File: src/rtl/parser_pkg.sv
// -----------------------------------------------------------------------------
// parser_pkg
// Shared definitions for the packet_parser_n6 header parser:
//   - byte width and fixed header offsets (Ethernet / IPv4 / L4)
//   - EtherType and IP protocol numbers recognised by the parser
//   - bit positions of the parsed-header-status word (phs_o)
//   - parser state enum and the table of fixed capture offsets
// -----------------------------------------------------------------------------
package parser_pkg;

  localparam int BYTE_WIDTH = 8;

  // Fixed byte offsets from the start of the frame
  localparam logic [15:0] ETH_TYPE_OFS = 16'd12;
  localparam logic [15:0] IP_OFS       = 16'd14;  // also the Ethernet header length
  localparam logic [15:0] IP_TLEN_OFS  = 16'd16;
  localparam logic [15:0] IP_PROTO_OFS = 16'd23;

  // Offsets / lengths relative to the L4 header
  localparam logic [15:0] TCP_DOFF_REL = 16'd12;
  localparam logic [15:0] UDP_HDR_LEN  = 16'd8;

  // Smallest legal IHL / TCP data offset, in 32-bit words
  localparam logic [3:0]  MIN_HDR_WORDS = 4'd5;

  localparam logic [15:0] ETHERTYPE_IPV4 = 16'h0800;
  localparam logic [7:0]  PROTO_TCP      = 8'd6;
  localparam logic [7:0]  PROTO_UDP      = 8'd17;

  // phs_o bit positions
  localparam int PHS_ETH     = 0;
  localparam int PHS_IPV4    = 1;
  localparam int PHS_UDP     = 2;
  localparam int PHS_TCP     = 3;
  localparam int PHS_UNSUP   = 4;
  localparam int PHS_ERR     = 5;
  localparam int PHS_DONE    = 7;
  localparam int PHS_LEN_LSB = 8;
  localparam int PHS_IHL_LSB = 16;

  // Fixed-offset capture slots
  localparam int F_ETH_HI   = 0;
  localparam int F_ETH_LO   = 1;
  localparam int F_VER_IHL  = 2;
  localparam int F_TLEN_HI  = 3;
  localparam int F_TLEN_LO  = 4;
  localparam int F_PROTO    = 5;
  localparam int NUM_FIELDS = 6;

  typedef enum logic [2:0] {
    ST_IDLE,
    ST_ETH,
    ST_IPV4,
    ST_L4,
    ST_DONE
  } state_e;

  // Frame byte offset captured by each fixed slot
  function automatic logic [15:0] field_ofs(input int idx);
    case (idx)
      F_ETH_HI:  field_ofs = ETH_TYPE_OFS;
      F_ETH_LO:  field_ofs = ETH_TYPE_OFS + 16'd1;
      F_VER_IHL: field_ofs = IP_OFS;
      F_TLEN_HI: field_ofs = IP_TLEN_OFS;
      F_TLEN_LO: field_ofs = IP_TLEN_OFS + 16'd1;
      F_PROTO:   field_ofs = IP_PROTO_OFS;
      default:   field_ofs = 16'd0;
    endcase
  endfunction

endpackage

File: src/rtl/parser_byte_capture.sv
// -----------------------------------------------------------------------------
// parser_byte_capture
// Picks one byte out of a bus word by absolute frame byte offset.
// Ports:
//   word_idx_i   - index of the word currently on the bus
//   bus_i        - bus data, byte lane 0 (first on the wire) in the MSBs
//   target_ofs_i - frame byte offset wanted
//   byte_o       - the byte at target_ofs_i (0 when not in this word)
//   hit_o        - target_ofs_i falls inside this word
// -----------------------------------------------------------------------------
module parser_byte_capture
  import parser_pkg::*;
#(
  parameter int BUS_WIDTH_B = 4
) (
  input  logic [15:0]                       word_idx_i,
  input  logic [BUS_WIDTH_B*BYTE_WIDTH-1:0] bus_i,
  input  logic [15:0]                       target_ofs_i,
  output logic [BYTE_WIDTH-1:0]             byte_o,
  output logic                              hit_o
);

  localparam int LANE_SHIFT = $clog2(BUS_WIDTH_B);

  logic [31:0]            word_base;
  logic [BUS_WIDTH_B-1:0] lane_hit;

  assign word_base = {16'd0, word_idx_i} << LANE_SHIFT;

  generate
    for (genvar gi = 0; gi < BUS_WIDTH_B; gi++) begin : g_lane
      assign lane_hit[gi] = ((word_base + 32'(gi)) == {16'd0, target_ofs_i});
    end
  endgenerate

  // At most one lane can match, so an OR of masked lanes is a clean mux
  always_comb begin
    byte_o = '0;
    for (int k = 0; k < BUS_WIDTH_B; k++) begin
      if (lane_hit[k]) begin
        byte_o = byte_o | bus_i[BYTE_WIDTH*(BUS_WIDTH_B-k)-1 -: BYTE_WIDTH];
      end
    end
  end

  assign hit_o = |lane_hit;

endmodule

File: src/rtl/packet_parser_n6.sv
// -----------------------------------------------------------------------------
// packet_parser_n6
// Streaming Ethernet / IPv4 / UDP-TCP header parser, one bus word per clock.
// Ports:
//   CLK               - clock, rising edge
//   reset             - asynchronous active-low reset
//   bus               - packet word; top bit ignored, byte lane 0 in the MSBs
//   start_of_packet_i - marks word 0 of a packet (restarts parsing anywhere)
//   phs_o             - parsed header status (flags, header length, IHL)
//   pay_last_word     - bus-word index holding the last payload byte
// -----------------------------------------------------------------------------
module packet_parser_n6
  import parser_pkg::*;
#(
  parameter int BUS_WIDTH_B = 4
) (
  input  logic                            CLK,
  input  logic                            reset,
  input  logic [BUS_WIDTH_B*BYTE_WIDTH:0] bus,
  input  logic                            start_of_packet_i,
  output logic [31:0]                     phs_o,
  output logic [31:0]                     pay_last_word
);

  localparam int DATA_W     = BUS_WIDTH_B * BYTE_WIDTH;
  localparam int LANE_SHIFT = $clog2(BUS_WIDTH_B);

  state_e      state_q, state_d;
  logic [15:0] cnt_q, cnt_d;
  logic [31:0] phs_q, phs_d;
  logic [31:0] pay_q, pay_d;

  logic [7:0]  fld_q    [NUM_FIELDS];
  logic [7:0]  fld_d    [NUM_FIELDS];
  logic [7:0]  fld_m    [NUM_FIELDS];
  logic [7:0]  fld_byte [NUM_FIELDS];
  logic        fld_hit  [NUM_FIELDS];

  logic [7:0]  tcp_q, tcp_d, tcp_m, tcp_byte;
  logic        tcp_hit;

  logic [DATA_W-1:0] bus_data;
  logic [15:0]       word_idx;
  logic [31:0]       last_byte;
  logic              sop, active;
  logic [8:0]        unused_bits;

  // Decode of the header stack as it stands at the end of the current word
  logic [15:0] ethertype, l4_ofs, tcp_ofs, hdr_len, total_len;
  logic [3:0]  ihl, doff;
  logic        eth_known, is_ip, ihl_known, bad_ihl, proto_known;
  logic        is_udp, is_tcp, unsup_l4, udp_done, tcp_done, tl_known;
  logic        len_ovf, pkt_done, unsup_flag, err_flag;
  logic [7:0]  hdr_len_sat;
  logic [31:0] phs_calc, pay_calc;

  function automatic logic byte_seen(input logic [15:0] ofs, input logic [31:0] last);
    return ({16'd0, ofs} <= last);
  endfunction

  assign bus_data    = bus[DATA_W-1:0];
  assign sop         = start_of_packet_i;
  assign word_idx    = sop ? 16'd0 : cnt_q;
  assign last_byte   = ({16'd0, word_idx} << LANE_SHIFT) + 32'(BUS_WIDTH_B - 1);
  // Words are only consumed while a packet is being parsed (or one starts)
  assign active      = sop || (state_q == ST_ETH) || (state_q == ST_IPV4) || (state_q == ST_L4);
  assign unused_bits = {bus[DATA_W], fld_m[F_VER_IHL][7:4], tcp_m[3:0]};

  // Fixed-offset field captures. fld_m is the value as of the end of this
  // word, so a field arriving in the same word as a later dependent field
  // is usable immediately. On SOP the stale captures read as zero.
  generate
    for (genvar gi = 0; gi < NUM_FIELDS; gi++) begin : g_fld
      parser_byte_capture #(.BUS_WIDTH_B(BUS_WIDTH_B)) u_cap (
        .word_idx_i   (word_idx),
        .bus_i        (bus_data),
        .target_ofs_i (field_ofs(gi)),
        .byte_o       (fld_byte[gi]),
        .hit_o        (fld_hit[gi])
      );
      assign fld_m[gi] = fld_hit[gi] ? fld_byte[gi] : (sop ? 8'd0 : fld_q[gi]);
      assign fld_d[gi] = active ? fld_m[gi] : fld_q[gi];
    end
  endgenerate

  // TCP data-offset byte sits at a position that depends on IHL
  parser_byte_capture #(.BUS_WIDTH_B(BUS_WIDTH_B)) u_cap_tcp (
    .word_idx_i   (word_idx),
    .bus_i        (bus_data),
    .target_ofs_i (tcp_ofs),
    .byte_o       (tcp_byte),
    .hit_o        (tcp_hit)
  );
  assign tcp_m = (tcp_hit && is_tcp) ? tcp_byte : (sop ? 8'd0 : tcp_q);
  assign tcp_d = active ? tcp_m : tcp_q;

  assign ethertype   = {fld_m[F_ETH_HI], fld_m[F_ETH_LO]};
  assign eth_known   = byte_seen(ETH_TYPE_OFS + 16'd1, last_byte);
  assign is_ip       = eth_known && (ethertype == ETHERTYPE_IPV4);
  assign ihl         = fld_m[F_VER_IHL][3:0];
  assign ihl_known   = is_ip && byte_seen(IP_OFS, last_byte);
  assign bad_ihl     = ihl_known && (ihl < MIN_HDR_WORDS);
  assign l4_ofs      = IP_OFS + {10'd0, ihl, 2'b00};
  assign tcp_ofs     = l4_ofs + TCP_DOFF_REL;
  assign proto_known = ihl_known && !bad_ihl && byte_seen(IP_PROTO_OFS, last_byte);
  assign is_udp      = proto_known && (fld_m[F_PROTO] == PROTO_UDP);
  assign is_tcp      = proto_known && (fld_m[F_PROTO] == PROTO_TCP);
  assign unsup_l4    = proto_known && !is_udp && !is_tcp;
  assign udp_done    = is_udp && byte_seen(l4_ofs, last_byte);
  assign tcp_done    = is_tcp && byte_seen(tcp_ofs, last_byte);
  assign doff        = tcp_m[7:4];
  assign total_len   = {fld_m[F_TLEN_HI], fld_m[F_TLEN_LO]};
  assign tl_known    = is_ip && byte_seen(IP_TLEN_OFS + 16'd1, last_byte);

  // Header length grows as each layer is confirmed
  assign hdr_len = tcp_done    ? (l4_ofs + {10'd0, doff, 2'b00}) :
                   udp_done    ? (l4_ofs + UDP_HDR_LEN) :
                   proto_known ? l4_ofs :
                   eth_known   ? IP_OFS : 16'd0;
  assign len_ovf     = (hdr_len > 16'd255);
  assign hdr_len_sat = len_ovf ? 8'hFF : hdr_len[7:0];

  assign unsup_flag = (eth_known && !is_ip) || unsup_l4;
  assign err_flag   = bad_ihl || (tcp_done && (doff < MIN_HDR_WORDS)) || len_ovf;
  assign pkt_done   = unsup_flag || bad_ihl || udp_done || tcp_done;

  assign pay_calc = tl_known ?
                    (({16'd0, total_len} + {16'd0, IP_OFS} - 32'd1) >> LANE_SHIFT) : 32'd0;

  // State register and datapath flops
  always_ff @(posedge CLK or negedge reset) begin
    if (!reset) begin
      state_q <= ST_IDLE;
      cnt_q   <= '0;
      phs_q   <= '0;
      pay_q   <= '0;
      tcp_q   <= '0;
      for (int i = 0; i < NUM_FIELDS; i++) begin
        fld_q[i] <= '0;
      end
    end else begin
      state_q <= state_d;
      cnt_q   <= cnt_d;
      phs_q   <= phs_d;
      pay_q   <= pay_d;
      tcp_q   <= tcp_d;
      for (int i = 0; i < NUM_FIELDS; i++) begin
        fld_q[i] <= fld_d[i];
      end
    end
  end

  // Word counter: next word after SOP is 1; saturates at all-ones
  always_comb begin
    cnt_d = cnt_q;
    if (sop) begin
      cnt_d = 16'd1;
    end else if ((state_q != ST_IDLE) && (cnt_q != 16'hFFFF)) begin
      cnt_d = cnt_q + 16'd1;
    end
  end

  // Next state: jump to the furthest layer reached by the end of this word
  always_comb begin
    state_d = state_q;
    if (active) begin
      if (pkt_done) begin
        state_d = ST_DONE;
      end else if (is_udp || is_tcp) begin
        state_d = ST_L4;
      end else if (is_ip) begin
        state_d = ST_IPV4;
      end else begin
        state_d = ST_ETH;
      end
    end
  end

  // Outputs: re-evaluated while parsing, held once done or idle
  always_comb begin
    phs_calc = '0;
    phs_calc[PHS_ETH]   = eth_known;
    phs_calc[PHS_IPV4]  = is_ip;
    phs_calc[PHS_UDP]   = is_udp;
    phs_calc[PHS_TCP]   = is_tcp;
    phs_calc[PHS_UNSUP] = unsup_flag;
    phs_calc[PHS_ERR]   = err_flag;
    phs_calc[PHS_DONE]  = pkt_done;
    phs_calc[PHS_LEN_LSB +: 8] = hdr_len_sat;
    phs_calc[PHS_IHL_LSB +: 4] = ihl_known ? ihl : 4'd0;

    phs_d = phs_q;
    pay_d = pay_q;
    if (active) begin
      phs_d = phs_calc;
      pay_d = pay_calc;
    end
  end

  assign phs_o         = phs_q;
  assign pay_last_word = pay_q;

endmodule

File: config.mk
export PLATFORM = sky130hd
export DESIGN_NAME = packet_parser_n6
export DESIGN_NICKNAME = d
export VERILOG_FILES = /design/src/rtl/parser_pkg.sv /design/src/rtl/parser_byte_capture.sv /design/src/rtl/packet_parser_n6.sv
export SDC_FILE = /design/constraint.sdc
export NUM_CORES = 1
export LEC_CHECK = 0
export ABC_AREA = 1
export BUFFER_PORTS_ARGS = -buffer_cell sky130_fd_sc_hd__buf_4
export CORE_MARGIN = 2
export CORE_UTILIZATION = 40
export CTS_CLUSTER_SIZE = 28
export DETAILED_ROUTE_END_ITERATION = 6
export SLEW_MARGIN = 25
export SYNTH_ARGS = -nofsm -noshare
export SYNTH_HDL_FRONTEND = slang
export SYNTH_HIERARCHICAL = 1
export SYNTH_SLANG_ARGS = --single-unit
File: constraint.sdc
create_clock -name CLK -period 6.85 [get_ports CLK]
set_input_delay 0.3425 -clock CLK [delete_from_list [all_inputs] [get_ports CLK]]
set_output_delay 0.3425 -clock CLK [all_outputs]
set_load 0.1 [all_outputs]
**Word-level counts from Yosys, hierarchy flattened**

Index checks and enable logic that the tools add are counted.

- Register bits after elaboration: 118
- Bits of input ports: 36
- Output and inout port bits: 64
- Logic and storage cells: 168

- Add/subtract/negate cells: 10
- Magnitude comparators: 9
- Equal/unequal tests: 31
- Muxes and demuxes: 51
- Bitwise logic cells: 17
- Reductions and logical operators: 39

Operator list:

| kind | count |
|---|---|
| $eq A32 B4 Y1 const B | 9 |
| $eq A32 B5 Y1 const B | 9 |
| $mux W8 | 36 |
| $or A8 B8 Y8 | 15 |
| $eq A32 B8 Y1 | 3 |
| $le A4 B32 Y1 const A | 2 |
| $le A5 B32 Y1 const A | 2 |
| $mux W16 | 3 |
| $add A18 B2 Y19 const B | 2 |
| $le A7 B32 Y1 | 1 |
| $le A8 B32 Y1 | 1 |
| $mux W30 | 1 |
| $mux W4 | 7 |
| $add A18 B1 Y19 const B | 1 |
| $eq A18 B8 Y1 | 1 |
| $sub A17 B1 Y18 const B | 1 |
| $add A16 B4 Y17 const B | 1 |
| $add A16 B1 Y16 const B | 1 |
| $add A7 B4 Y8 const B | 2 |
| $eq A16 B12 Y1 const B | 1 |
| $eq A16 B2 Y1 const B | 1 |
| $eq A16 B3 Y1 const B | 1 |
| $logic_and A1 B1 Y1 | 16 |
| $ne A16 B16 Y1 const B | 1 |
| 18 further kinds | 39 |

**Depth between registers and ports, before layout**

- Depth in word-level cells: 26
- Mapped depth: 46

**Hierarchy**

The synthesis kept the hierarchy.

Modules (own cells, without submodules):

| module | times used | cells an instance | area an instance (µm²) | seq. area each (µm²) |
|---|---|---|---|---|
| packet_parser_n6 | 1 | 868 | 6,269.8 | 2,477.4 |
| parser_byte_capture | 7 | 181 | 798.3 | 0.0 |

**Worst setup path before layout**

No wires, ideal clock.

- Path kind: in2reg
- Start: in start_of_packet_i
- End: reg phs_q[14], in the netlist phs_o[14]
- Setup time: 0.078 ns
- Arrival time: 5.980 ns
- Data required time: 6.772 ns
- Slack: 0.792 ns
- Stages: 37
- Buffers on the path: 1
- Cells stage by stage: buf_6 -> nor2_1 -> inv_1 -> nand2_1 -> nand2_1 -> nor2_2 -> nand2_1 -> nor2_4 -> o21ai_0 -> nand2_1 -> nor2_2 -> a21boi_0 -> ha_1 -> inv_1 -> nand2_1 -> nand2_1 -> inv_1 -> ha_1 -> a21o_1 -> xor2_1 -> inv_1 -> nand2_1 -> nand2_1 -> nor2_1 -> nand2_4 -> nor2_4 -> o21ai_0 -> nand2_1 -> nand3_1 -> nand2_1 -> ha_1 -> inv_1 -> fa_1 -> o21ai_0 -> xor2_1 -> a21oi_1 -> a21oi_1

RTL lines:

| element | RTL line | RTL |
|---|---|---|
| from (decl) | packet_parser_n6.sv:20 | `input logic start_of_packet_i,` |
| to (signal assigned) | packet_parser_n6.sv:144 | `phs_q <= phs_d;` |
| to (decl) | packet_parser_n6.sv:30 | `logic [31:0] phs_q, phs_d;` |

==> results.toml <==
[outcome]
status = "complete, no violations"

[critical_path]
crit_fanout = 15
cp-start-kind = "register"
cp.arrival_ns = 6.30
required_ns = 7.14
worstReg2RegStart = "cnt_q[6]$_DFFE_PN0P_"
rr_worst_depth = 36
criticalPathCategory = "reg2reg"
reg2reg_to = "phs_o[14]$_DFFE_PN0P_"
crit_slowest_cell = "nor2_2"
cpMostUsedCell = "nand2_1"
worst_setup_path_end_kind = "register"
max_stage_delay_ns = 0.44
reg2reg_slack_ns = 0.84

[sta]
layout_setup_ws_ns = 0.845
fmax_mhz = 167
maxSlewHeadroom = 0.516
fin_crit_sh = 0.877
tns_ns = 0
setup_viol = 0
rsz0062_at_grt = "false"
worst_pin_slew_ns = 0.724
final-hold-violation-count = 0
maxSlewViolCount = 0
post-route-min-period_ns = 6.01
clock_skew_ns = 0.0106

[cells_and_area]
fillers = 3131
antenna_cells = 0
area_delta_synth_final_pct = 16.4
final_nets = 2402
mostFrequentLayoutCell = "nand2_1"
layout-drive-gt1-share = 0.0859
layout_common_cells = "nand2_1, inv_1, conb_1"

[clock_network]
cts.sinks = 99
clock_latency_ns = 0.36
cts_setup_buffers = 0
cts_buffers = 9
cts_root_buf = "clkbuf_16"
cts_buffer_depth = 2
tritoncts = "built"
path_clk_slew_ns = 0.08
ctsHtreeMaxLevel = 3

[synth]
syn_inst = 2063
avgSynthCellArea_um2 = 5.60
syn_area_um2 = 11500
yosysWarnings = 6

[pwr]
internal-power_w = 0.00118
seqPwrFrac = 0.330
power_density_nw_per_um2 = 160
clkPwrFrac = 0.250
p_sw_w = 0.000973
power.leakage_nw = 7.32
ir_worst_vdd_mv = 0.106
combinationalPowerShare = 0.420
switching_share = 0.452

[placement]
dp_hpwl_um = 24600
gp_congestion = 0.891
dpl_worst_slack_ns = 0.435
io_buffers = 67

[global_routing]
grt_max_degree = 74
grt.overflow.total = 0
grt_usage = 0.206
antenna_found_initial = 0
grt_pass1_vias = 10300
grt_first_pass_wirelength_um = 51300

[run]
maxCapViolations = 0

[route]
drt-initial-drc-count = 670
wl_per_cell_um = 11.3
dr.pass1.iters = 5
vias = 12000
via_per_inst = 4.38
ant_nets = 0
drc = 0
drt-total-wl_um = 30800

[worst_hold_path]
hp-class = "in2async"

[die]
start_util = 0.404
fp.dieW_um = 174
die_h_um = 174
io_pins = 100
die-area_um2 = 30200
core_area_um2 = 28500
row_count = 62
## metrics by stage
step	utilization	area, µm²	hold slack (ns)	instances	total power, W
floorplan	-	12500	0.0469	2317	0.00143
CTS	0.470	13400	0.446	2734	0.00217
global placement	0.459	13100	0.284	2717	0.00161
global route	0.471	13400	0.464	2735	0.00230
finish	0.471	13400	0.436	2735	0.00215
detailed placement	0.459	13100	0.289	2717	0.00162
## registers in the layout, indices dropped and copies added, names as in the netlist
signal,flops
tcp_q,4
phs_o,18
cnt_q,16
fld_q,44
pay_last_word,15
state_q,2
## power groups by stage
| stage | combinational (W) | sequential [W] | clock, W |
|---|---|---|---|
| 3_5_place_dp | 0.000899 | 0.000721 | 0 |
| 2_1_floorplan | 0.000599 | 0.000834 | 0 |
| 4_1_cts | 0.000901 | 0.000710 | 0.000554 |
| 6_report | 0.000905 | 0.000710 | 0.000538 |
| 5_1_grt | 0.00101 | 0.000722 | 0.000571 |
| 3_3_place_gp | 0.000891 | 0.000719 | 0 |
## area by class of cell
cell class / count / area [µm²] / share of cell area
Inverter: 418 / 1570 / 0.117
Tap cell: 384 / 480 / 0.0358
Timing Repair Buffer: 94 / 721 / 0.0536
Sequential cell: 99 / 2480 / 0.184
Multi-Input combinational cell: 1724 / 7880 / 0.586
Clock buffer: 9 / 225 / 0.0168
Clock inverter: 7 / 87.6 / 0.00652
## worst max-delay path, delay by kind of cell, from the launching register on
family / cells / cell delay (ns)
flip-flops: 1 / 0.42
XOR/XNOR: 1 / 0.17
adder cells (fa/ha/maj): 3 / 0.75
AO/OA/AOI/OAI: 7 / 1.36
buffers and inverters: 7 / 0.68
AND/OR/NAND/NOR: 18 / 2.56
## worst max path at each step
stage | from | to | slack, ns | depth (start not counted)
after global routing | start_of_packet_i | phs_o[14]$_DFFE_PN0P_ | 0.17 | 39
after detailed placement | start_of_packet_i | phs_o[14]$_DFFE_PN0P_ | 0.43 | 36
after CTS | cnt_q[6]$_DFFE_PN0P_ | phs_o[14]$_DFFE_PN0P_ | 0.59 | 36
after global placement | start_of_packet_i | phs_o[14]$_DFFE_PN0P_ | 0.57 | 36
after floorplan | start_of_packet_i | phs_o[14]$_DFFE_PN0P_ | 0.90 | 37
final | cnt_q[6]$_DFFE_PN0P_ | phs_o[14]$_DFFE_PN0P_ | 0.84 | 36
## what timing repair did
action                                  4_1_cts  5_1_grt
endpoints found under the hold margin        26        0
hold buffers                                  1        0
resized for setup                             0        1
endpoints found under the setup margin        0        3
## routing by layer
metal,wire length [µm],global-route usage,share of wire,up-vias
met4,469,0.0529,0.015,0
met3,1390,0.0192,0.045,35
met5,0,0,0,-
met2,13900,0.342,0.45,273
li1,-,-,-,6568
met1,15100,0.287,0.49,5097
Power figures use the tool's default switching activity.
